**src/rtl/stopwatch_bcd_if.sv**
```systemverilog
// Pushbutton inputs and display/status outputs of the BCD stopwatch.
interface stopwatch_bcd_if;
   logic [2:0]  KEY;
   logic [15:0] DIGITS;
   logic        RUNNING;
   logic        LAP_ACTIVE;
   logic        OVERFLOW;

   modport master (
      output KEY,
      input  DIGITS, RUNNING, LAP_ACTIVE, OVERFLOW
   );

   modport slave (
      input  KEY,
      output DIGITS, RUNNING, LAP_ACTIVE, OVERFLOW
   );
endinterface

```
**src/rtl/stopwatch_bcd.sv**
```systemverilog
// Four-digit BCD stopwatch (SS.hh) with start/stop, lap freeze and clear,
// driven by synchronised active-low pushbuttons.
module stopwatch_bcd #(
   parameter int unsigned TICK_DIV = 500000
) (
   input  logic            CLOCK_50,
   input  logic            RESET,
   stopwatch_bcd_if.slave  sw
);

   localparam int unsigned PW = $clog2(TICK_DIV);
   localparam logic [PW-1:0] PRESC_LAST = PW'(TICK_DIV - 1);

   typedef enum logic [1:0] {
      S_IDLE = 2'd0,
      S_RUN  = 2'd1,
      S_LAP  = 2'd2,
      S_STOP = 2'd3
   } state_e;

   state_e        state_q, state_d;
   logic [2:0]    key_s1_q, key_s1_d;
   logic [2:0]    key_s2_q, key_s2_d;
   logic [2:0]    key_p_q, key_p_d;
   logic [PW-1:0] presc_q, presc_d;
   logic [15:0]   count_q, count_d;
   logic [15:0]   lap_q, lap_d;
   logic          overflow_q, overflow_d;
   logic          running_q, running_d;
   logic          lap_active_q, lap_active_d;

   logic [2:0]    key_press;
   logic          ev_start, ev_lap, ev_clear;
   logic          counting, tick;
   logic [15:0]   count_inc;
   logic          wrap;

   // Press pulse is the released-to-pressed transition seen after synchronisation.
   assign key_press = key_p_q & ~key_s2_q;
   assign ev_start  = key_press[0];
   assign ev_lap    = key_press[1];
   assign ev_clear  = key_press[2];

   assign counting  = (state_q == S_RUN) || (state_q == S_LAP);
   assign tick      = counting && (presc_q == PRESC_LAST);

   // Digit-wise BCD increment with ripple carry; carry out of the top digit is the wrap.
   always_comb begin
      logic carry;
      count_inc = count_q;
      carry     = tick;
      for (int i = 0; i < 4; i++) begin
         if (carry) begin
            if (count_q[i*4 +: 4] == 4'd9) begin
               count_inc[i*4 +: 4] = 4'd0;
            end else begin
               count_inc[i*4 +: 4] = count_q[i*4 +: 4] + 4'd1;
               carry               = 1'b0;
            end
         end
      end
      wrap = carry;
   end

   always_comb begin
      state_d    = state_q;
      key_s1_d   = sw.KEY;
      key_s2_d   = key_s1_q;
      key_p_d    = key_s2_q;
      count_d    = count_inc;
      lap_d      = lap_q;
      overflow_d = overflow_q | wrap;
      presc_d    = presc_q;

      if (counting) begin
         presc_d = tick ? '0 : presc_q + PW'(1);
      end

      // Only the highest-priority event legal in the current state is taken.
      case (state_q)
         S_IDLE: begin
            if (!ev_clear && ev_start) state_d = S_RUN;
         end
         S_RUN: begin
            if (ev_start) begin
               state_d = S_STOP;
            end else if (ev_lap) begin
               state_d = S_LAP;
               lap_d   = count_inc;
            end
         end
         S_LAP: begin
            if (ev_start)    state_d = S_STOP;
            else if (ev_lap) state_d = S_RUN;
         end
         S_STOP: begin
            if (ev_clear) begin
               state_d    = S_IDLE;
               count_d    = '0;
               overflow_d = 1'b0;
            end else if (ev_start) begin
               state_d = S_RUN;
            end
         end
         default: state_d = S_IDLE;
      endcase

      if (state_d == S_IDLE) presc_d = '0;

      running_d    = (state_d == S_RUN) || (state_d == S_LAP);
      lap_active_d = (state_d == S_LAP);
   end

   always_ff @(posedge CLOCK_50 or posedge RESET) begin
      if (RESET) begin
         state_q      <= S_IDLE;
         key_s1_q     <= 3'b111;
         key_s2_q     <= 3'b111;
         key_p_q      <= 3'b111;
         presc_q      <= '0;
         count_q      <= '0;
         lap_q        <= '0;
         overflow_q   <= 1'b0;
         running_q    <= 1'b0;
         lap_active_q <= 1'b0;
      end else begin
         state_q      <= state_d;
         key_s1_q     <= key_s1_d;
         key_s2_q     <= key_s2_d;
         key_p_q      <= key_p_d;
         presc_q      <= presc_d;
         count_q      <= count_d;
         lap_q        <= lap_d;
         overflow_q   <= overflow_d;
         running_q    <= running_d;
         lap_active_q <= lap_active_d;
      end
   end

   // Display is frozen on the lap register while in LAP.
   assign sw.DIGITS     = (state_q == S_LAP) ? lap_q : count_q;
   assign sw.RUNNING    = running_q;
   assign sw.LAP_ACTIVE = lap_active_q;
   assign sw.OVERFLOW   = overflow_q;

endmodule

```
**src/flat_wrapper.sv**
```systemverilog
// flat-port wrapper written by rule: the top's interface ports become plain ports
module stopwatch_bcd_flat 
#(
   parameter int unsigned TICK_DIV = 500000
)
  (CLOCK_50, RESET, sw_KEY, sw_DIGITS, sw_RUNNING, sw_LAP_ACTIVE, sw_OVERFLOW);
  stopwatch_bcd_if sw_i ();
  input  logic CLOCK_50;
  input  logic RESET;
  input wire logic [$bits(sw_i.KEY)-1:0] sw_KEY;
  output wire logic [$bits(sw_i.DIGITS)-1:0] sw_DIGITS;
  output wire logic [$bits(sw_i.RUNNING)-1:0] sw_RUNNING;
  output wire logic [$bits(sw_i.LAP_ACTIVE)-1:0] sw_LAP_ACTIVE;
  output wire logic [$bits(sw_i.OVERFLOW)-1:0] sw_OVERFLOW;
  assign sw_i.KEY = sw_KEY;
  assign sw_DIGITS = sw_i.DIGITS;
  assign sw_RUNNING = sw_i.RUNNING;
  assign sw_LAP_ACTIVE = sw_i.LAP_ACTIVE;
  assign sw_OVERFLOW = sw_i.OVERFLOW;
  stopwatch_bcd #(.TICK_DIV(TICK_DIV)) u_core (.CLOCK_50(CLOCK_50), .RESET(RESET), .sw(sw_i));
endmodule
```
**config.mk**
```make
export PLATFORM = sky130hd
export DESIGN_NAME = stopwatch_bcd_flat
export DESIGN_NICKNAME = d
export VERILOG_FILES = /design/src/rtl/stopwatch_bcd_if.sv /design/src/rtl/stopwatch_bcd.sv /design/src/flat_wrapper.sv
export SDC_FILE = /design/constraint.sdc
export NUM_CORES = 1
export LEC_CHECK = 0
export CAP_MARGIN = 10
export CORE_ASPECT_RATIO = 0.8
export CORE_UTILIZATION = 53
export DETAILED_ROUTE_END_ITERATION = 12
export PLACE_DENSITY = 0.82
export REMOVE_ABC_BUFFERS = 1
export SYNTH_ARGS = -nofsm -noshare
export SYNTH_HDL_FRONTEND = slang
export SYNTH_SLANG_ARGS = --single-unit
export TNS_END_PERCENT = 50
```
**constraint.sdc**
```tcl
create_clock -name CLOCK_50 -period 3.15 [get_ports CLOCK_50]
set_clock_uncertainty 0.2 [all_clocks]
set_input_delay 0.4725 -clock CLOCK_50 [delete_from_list [all_inputs] [get_ports CLOCK_50]]
set_output_delay 0.4725 -clock CLOCK_50 [all_outputs]
set_load 0.02 [all_outputs]
```
==> flow_summary.yaml, run 1 <==
pwr:
  leakage_nw: 1.693
  totalPowerFinal_mw: 2.372
  vdd_ir_drop_max_mv: 0.2429
  p_per_area_mw_per_mm2: 602.7
route:
  drt-total-wl_mm: 7.059
  routed_via_density: 5.594
  ant_nets: 0
  drc: 0
  wire_per_inst_um: 15.41
  num_vias: 2562
  first_pass_iters: 4
  drtIter0Drc: 188
floorplanning:
  num_rows: 25
  start_util: 0.5567
  dieArea_mm2: 0.006632
  fp.dieW_um: 90.80
  die_h_um: 73.04
  core_area_mm2: 0.006006
  pin_count: 24
placement:
  globalplace.congestion: 0.8340
  io_buffers: 23
  dp_hpwl_mm: 4.626
yosys:
  muxShareOfSynthArea: 0.05165
  yosys.area_share.xor_xnor: 0.06549
  syn_area_mm2: 0.003343
  synthAdderAreaFrac: 0.02620
  synth.distinct_cells: 48
  synth_edf_count: 0
  synth_top_family_by_area: "simple AND/OR/NAND/NOR gates"
  yosys_warnings: 0
  synth_compound_area_frac: 0.1014
  netlist_instances: 346
  ys_seq_area_frac: 0.4899
  synth_ff_type: "dfrtp_1"
  yosys.area_share.simple: 0.2219
  syn_area_per_cell_um2: 9.662
  async_flop_share: 1.000
  ys_ff_latch: 65
clock_network:
  cts_root_buf: "clkbuf_8"
  cts_made_buffers: 9
  clock_path_buffers: 2
  cts.sinks: 65
  htreeDepth: 3
  cts_hold_buf: 0
  clkTransAtPathRegs_ns: 0.07
  tritoncts: "built"
  clock_latency_ns: 0.36
job:
  maxCapViolCount: 0
min_path:
  hold_class: "reg2reg"
status:
  status: "finished clean"
grt:
  grt_pass1_vias: 2483
  grt-ovfl-total: 0
  gr-usage-all-layers: 0.2330
  antenna_found_initial: 0
  grt_pass1_wl_mm: 11.90
  grt_start_max_net_pins: 66
final_layout:
  area_growth_pct: 17.70
  finalNetCount: 384
  final_layout_size_suffix_gt1_frac: 0.1512
  final_util: 0.6552
  fill_cells: 465
  num_antenna_cells: 0
critical_path:
  crit_type: "reg2out"
  start_kind: "register"
  cp_max_fo: 23
  crit_path_end_kind: "output port"
  cp.required_ns: 2.48
  critPathArrivalTime_ns: 2.35
timing:
  relSlewSlack: 0.5685
  fmax_mhz: 331.4
  final_max_slew_viol_count: 0
  holdWs_ns: 0.1571
  tightest_slew_ns: 0.6449
  final-setup-viol-count: 0
  min_period_over_period: 0.9581
  period_needed_ns: 3.018
  finalHoldViolCount: 0
[layout by cell type, fill, tap and decap left out, drive strengths merged, types with 2 or more instances in the layout]
master          n
a211oi          2
mux2i           6
nor4            6
a21oi          15
nand3          10
nand2b          5
nor2b           6
or3             2
nor3            6
a31oi           3
xnor2           9
buf            12
or4             4
o21ai          27
nand2          35
nor2           43
nand4b          2
dfrtp          56
and3            6
dfstp           9
clkbuf         10
xor2           16
nand4           9
o2111ai         3
clkdlybuf4s50  23
bufinv          3
mux2           10
ha              7
inv            13
and2            2
[cells in the mapped netlist, types with 5 or more instances]
cell type	count	area (um2)
nand2b_1	5	31.28
xnor2_1	9	78.83
dfrtp_1	56	1401
mux2_2	10	112.6
inv_1	12	45.04
dfstp_2	9	236.5
nand2_1	35	131.4
nor2b_1	6	37.54
nor2_1	43	161.4
mux2i_1	6	60.06
xor2_1	16	140.1
nor3_1	6	30.03
ha_1	7	87.58
clkbuf_1	15	56.30
nand3_1	10	50.05
a21oi_1	15	75.07
o21ai_0	27	135.1
nand4_1	9	56.30
and3_1	6	37.54
nor4_1	6	37.54
[state kept, by name, indices dropped and copies added (netlist names), 2 cells and up]
signal           flops
u_core.count_q      16
u_core.key_p_d       3
u_core.key_p_q       3
u_core.key_s1_q      3
u_core.lap_q        16
u_core.presc_q      19
u_core.state_q       2
[metal layers]
metal  vias up  global-route usage  share of wire  wire length, um
met1      1236              0.3049           0.46             3276
li1       1244                   -              -                -
met5         -                   0              0                0
met3        11             0.05729          0.047              334
met4         0              0.1058          0.020              140
met2        71              0.3721           0.47             3308
[worst max-delay path, stage by stage (launching register included)]
cell             delay [ns]
dfrtp_1                0.42
inv_1                  0.11
ha_1                   0.24
buf_4                  0.30
mux2_2                 0.38
clkdlybuf4s50_1        0.54
[cell families after synthesis]
logic type	after synthesis
buf+inv	32
flops	65
simple gates	143
mux	16
xor+xnor	25
fa+ha+maj	7
compound gates	58
[layout make-up]
class                   count  area [um2]  share of cell area
clock inverters             6       115.1             0.02925
flip-flops and latches     65        1638              0.4162
multi-input cells         249        1575              0.4003
inverters                  12       45.04             0.01145
repair buffers             35       332.8             0.08458
clock buffers              10       127.6             0.03243
well taps                  81       101.3             0.02576
[repair_timing]
action | CTS | global route
setup buffers | 0 | 1
hold endpoints to repair | 0 | 0
endpoints found under the setup margin | 0 | 10
gates resized for setup | 0 | 4
[through the flow]
| step | worst slack (ns) | TNS (ns) | area [um2] | std cells |
|---|---|---|---|---|
| final | 0.1321 | 0 | 3935 | 458 |
| after global routing | -0.02583 | -0.04545 | 3935 | 458 |
| after CTS | 0.1474 | 0 | 3913 | 457 |
| after detailed placement | 0.2219 | 0 | 3670 | 441 |
| after global placement | 0.2746 | 0 | 3670 | 441 |
| after floorplan | 0.06431 | 0 | 3243 | 326 |
[worst paths after layout]
kind	startpoint	end	slack [ns]	cells past startpoint
worst max register to register	u_core.state_q[1]	u_core.sw.OVERFLOW	0.18	7
min in group asynchronous	RESET	u_core.presc_q[3]	0.30	3
worst min-delay path	u_core.key_s1_q[0]	u_core.key_p_d[0]	0.16	0
max in group asynchronous	RESET	u_core.key_p_q[1]	2.15	3
worst max-delay path	u_core.state_q[0]	sw_DIGITS[0]	0.13	5
worst min register to register	u_core.key_s1_q[0]	u_core.key_p_d[0]	0.16	0
[report_power, final]
part           internal [mW]  total (mW)  switching [mW]
sequential             0.891       0.932          0.0413
combinational          0.220       0.566           0.346
clock                  0.530       0.873           0.344
total                   1.64        2.37           0.731
No activity file was read; power rests on OpenSTA's default activity.
==> run 2: changes to the inputs <==
Settings changed: ABC_CLOCK_PERIOD_IN_PS set to 3000, CORE_UTILIZATION 53 to 58, PLACE_DENSITY 0.82 to 0.85.
Clock period 3.15 ns to 3 ns, I/O delays scaled along.
==> run 2 against run 1 <==
Compared with the run above: die area is 8.4% lower; worst setup slack worse by 0.031 ns; clock-buffer cell count is 1 lower; non-clock buffer count is 5 higher; critical path type unchanged; clock power is 16% lower; sequential share of layout area is 0.26 points lower; highest routed layer unchanged.
==> flow_summary.yaml, run 2 (synthesis results as in run 1) <==
status:
  status: "finished clean"
placement:
  dp_hpwl_mm: 4.818
  globalplace.congestion: 0.8905
  placed_area_mm2: 0.003704
  io_buffers: 23
  dp.cells: 443
clock_network:
  cts_root_buf: "clkbuf_8"
  tritoncts: "built"
  cts.sinks: 65
  clkTransAtPathRegs_ns: 0.06
  htreeDepth: 3
  cts_hold_buf: 0
  cts_made_buffers: 9
  clock_latency_ns: 0.35
  clock_path_buffers: 2
timing:
  final_max_slew_viol_count: 0
  period_needed_ns: 2.899
  holdWs_ns: 0.1566
  finalHoldViolCount: 0
  fmax_mhz: 345.0
  relSlewSlack: 0.6235
  min_period_over_period: 0.9662
  tightest_slew_ns: 0.5626
  final-setup-viol-count: 0
  tns_ns: 0
  rsz0062_at_grt: "no"
pwr:
  p_sw_frac: 0.3299
  p_switching_uw: 790.5
  seqPwrFrac: 0.406
  p_per_area_mw_per_mm2: 605.0
  p_comb_frac: 0.287
  leakage_nw: 1.698
  vdd_ir_drop_max_mv: 0.3180
  power.clock.fraction: 0.307
  p_int_mw: 1.605
floorplanning:
  fp.dieW_um: 86.89
  pin_count: 24
  die_h_um: 69.91
  start_util: 0.6084
  core_area_mm2: 0.005495
  dieArea_mm2: 0.006074
  num_rows: 24
critical_path:
  start_kind: "register"
  cp.required_ns: 2.35
  startpoint: "u_core.state_q[0]"
  crit_path_end_kind: "output port"
  reg2reg_to: "u_core.sw.OVERFLOW"
  critPathArrivalTime_ns: 2.25
  crit_type: "reg2out"
  timing.rr.start: "u_core.state_q[1]"
  cp_max_fo: 22
  reg2reg_depth: 7
  r2r_slack_ns: 0.10
  setup.worst_path.end: "sw_DIGITS[7]"
route:
  drt-total-wl_mm: 7.362
  ant_nets: 0
  routed_via_density: 5.696
  drc: 0
  drtIter0Drc: 273
  num_vias: 2620
  wire_per_inst_um: 16.00
  first_pass_iters: 4
final_layout:
  final_cell_area_mm2: 0.003960
  largest_reg_flops: 19
  area_growth_pct: 18.45
  layout_common_cells: "56 x dfrtp_1, 42 x nor2_1, 35 x nand2_1, 27 x o21ai_0, 23 x clkdlybuf4s50_1"
  instances_no_fill: 460
  seq_area_mm2: 0.001638
  multi_input_area_mm2: 0.001607
  finalNetCount: 389
  top_register: "u_core.presc_q"
  fill_cells: 427
  reg.largest.list: "u_core.presc_q: 19 flops, u_core.count_q: 16 flops, u_core.lap_q: 16 flops"
  final_layout_size_suffix_gt1_frac: 0.1832
  num_antenna_cells: 0
  final_common_cell: "dfrtp_1"
grt:
  gr-usage-all-layers: 0.2622
  grt_pass1_wl_mm: 12.02
  grt-ovfl-total: 0
  grt_pass1_vias: 2439
  grt_start_max_net_pins: 66
  antenna_found_initial: 0
min_path:
  whs_path_depth: 0
  min-delay-start: "u_core.key_s1_q[0]"
  hold_class: "reg2reg"
job:
  maxCapViolCount: 0
run 2: cell types whose count changed in the layout (fill, tap and decap cells not counted), moves of 2 or more:
cell,before,now
clkinv_2,0,2
ha_1,7,4
clkinvlp_4,1,3
bufinv_16,3,1
buf_4,11,15
ha_2,0,2
run 2: power groups by stage:
stage                     Clock, mW  Sequential (mW)  Combinational (mW)
after global placement            0            0.986               0.577
after detailed placement          0            0.990               0.598
after floorplan                   0            0.999               0.348
final                         0.735            0.973               0.688
after global routing          0.779            0.978               0.755
after CTS                     0.743            0.974               0.608
run 2: how the worst min path moves through the flow:
stage / slack [ns] / to
2_1_floorplan: 0.15 / u_core.key_p_d[0]
3_3_place_gp: 0.15 / u_core.key_p_d[1]
3_5_place_dp: 0.15 / u_core.key_p_d[0]
4_1_cts: 0.16 / u_core.key_p_d[2]
5_1_grt: 0.16 / u_core.key_p_d[0]
6_report: 0.16 / u_core.key_p_d[0]
run 2: layout make-up:
| cell class | instances | share of cell area |
|---|---|---|
| repair buffers | 40 | 0.09542 |
| well taps | 78 | 0.02464 |
| clock buffers | 9 | 0.03128 |
| clock inverters | 7 | 0.01801 |
| flip-flops and latches | 65 | 0.4136 |
| inverters | 12 | 0.01137 |
| multi-input cells | 249 | 0.4057 |
run 2: per-layer routing:
metal,track usage,routed length [um]
met3,0.06501,363
met4,0.1037,125
met1,0.3756,3458
met5,0,0
met2,0.3832,3414
run 2: critical path, stage by stage (launching register included):
cell	delay (ns)
dfrtp_1	0.39
inv_1	0.13
ha_2	0.27
buf_8	0.21
mux2_2	0.35
clkdlybuf4s50_1	0.54
run 2: through the flow:
step                  util  power [mW]  setup WS [ns]
finish              0.7206       2.396         0.1014
global route        0.7206       2.512       0.001203
CTS                 0.7102       2.325        0.03830
detailed placement  0.6740       1.588        0.05419
global placement    0.6740       1.563         0.1298
floorplan                -       1.347       -0.08569
run 2: what timing repair did:
item,CTS,global route
resized for setup,1,12
buffers inserted,0,1
endpoints found under the setup margin,3,24
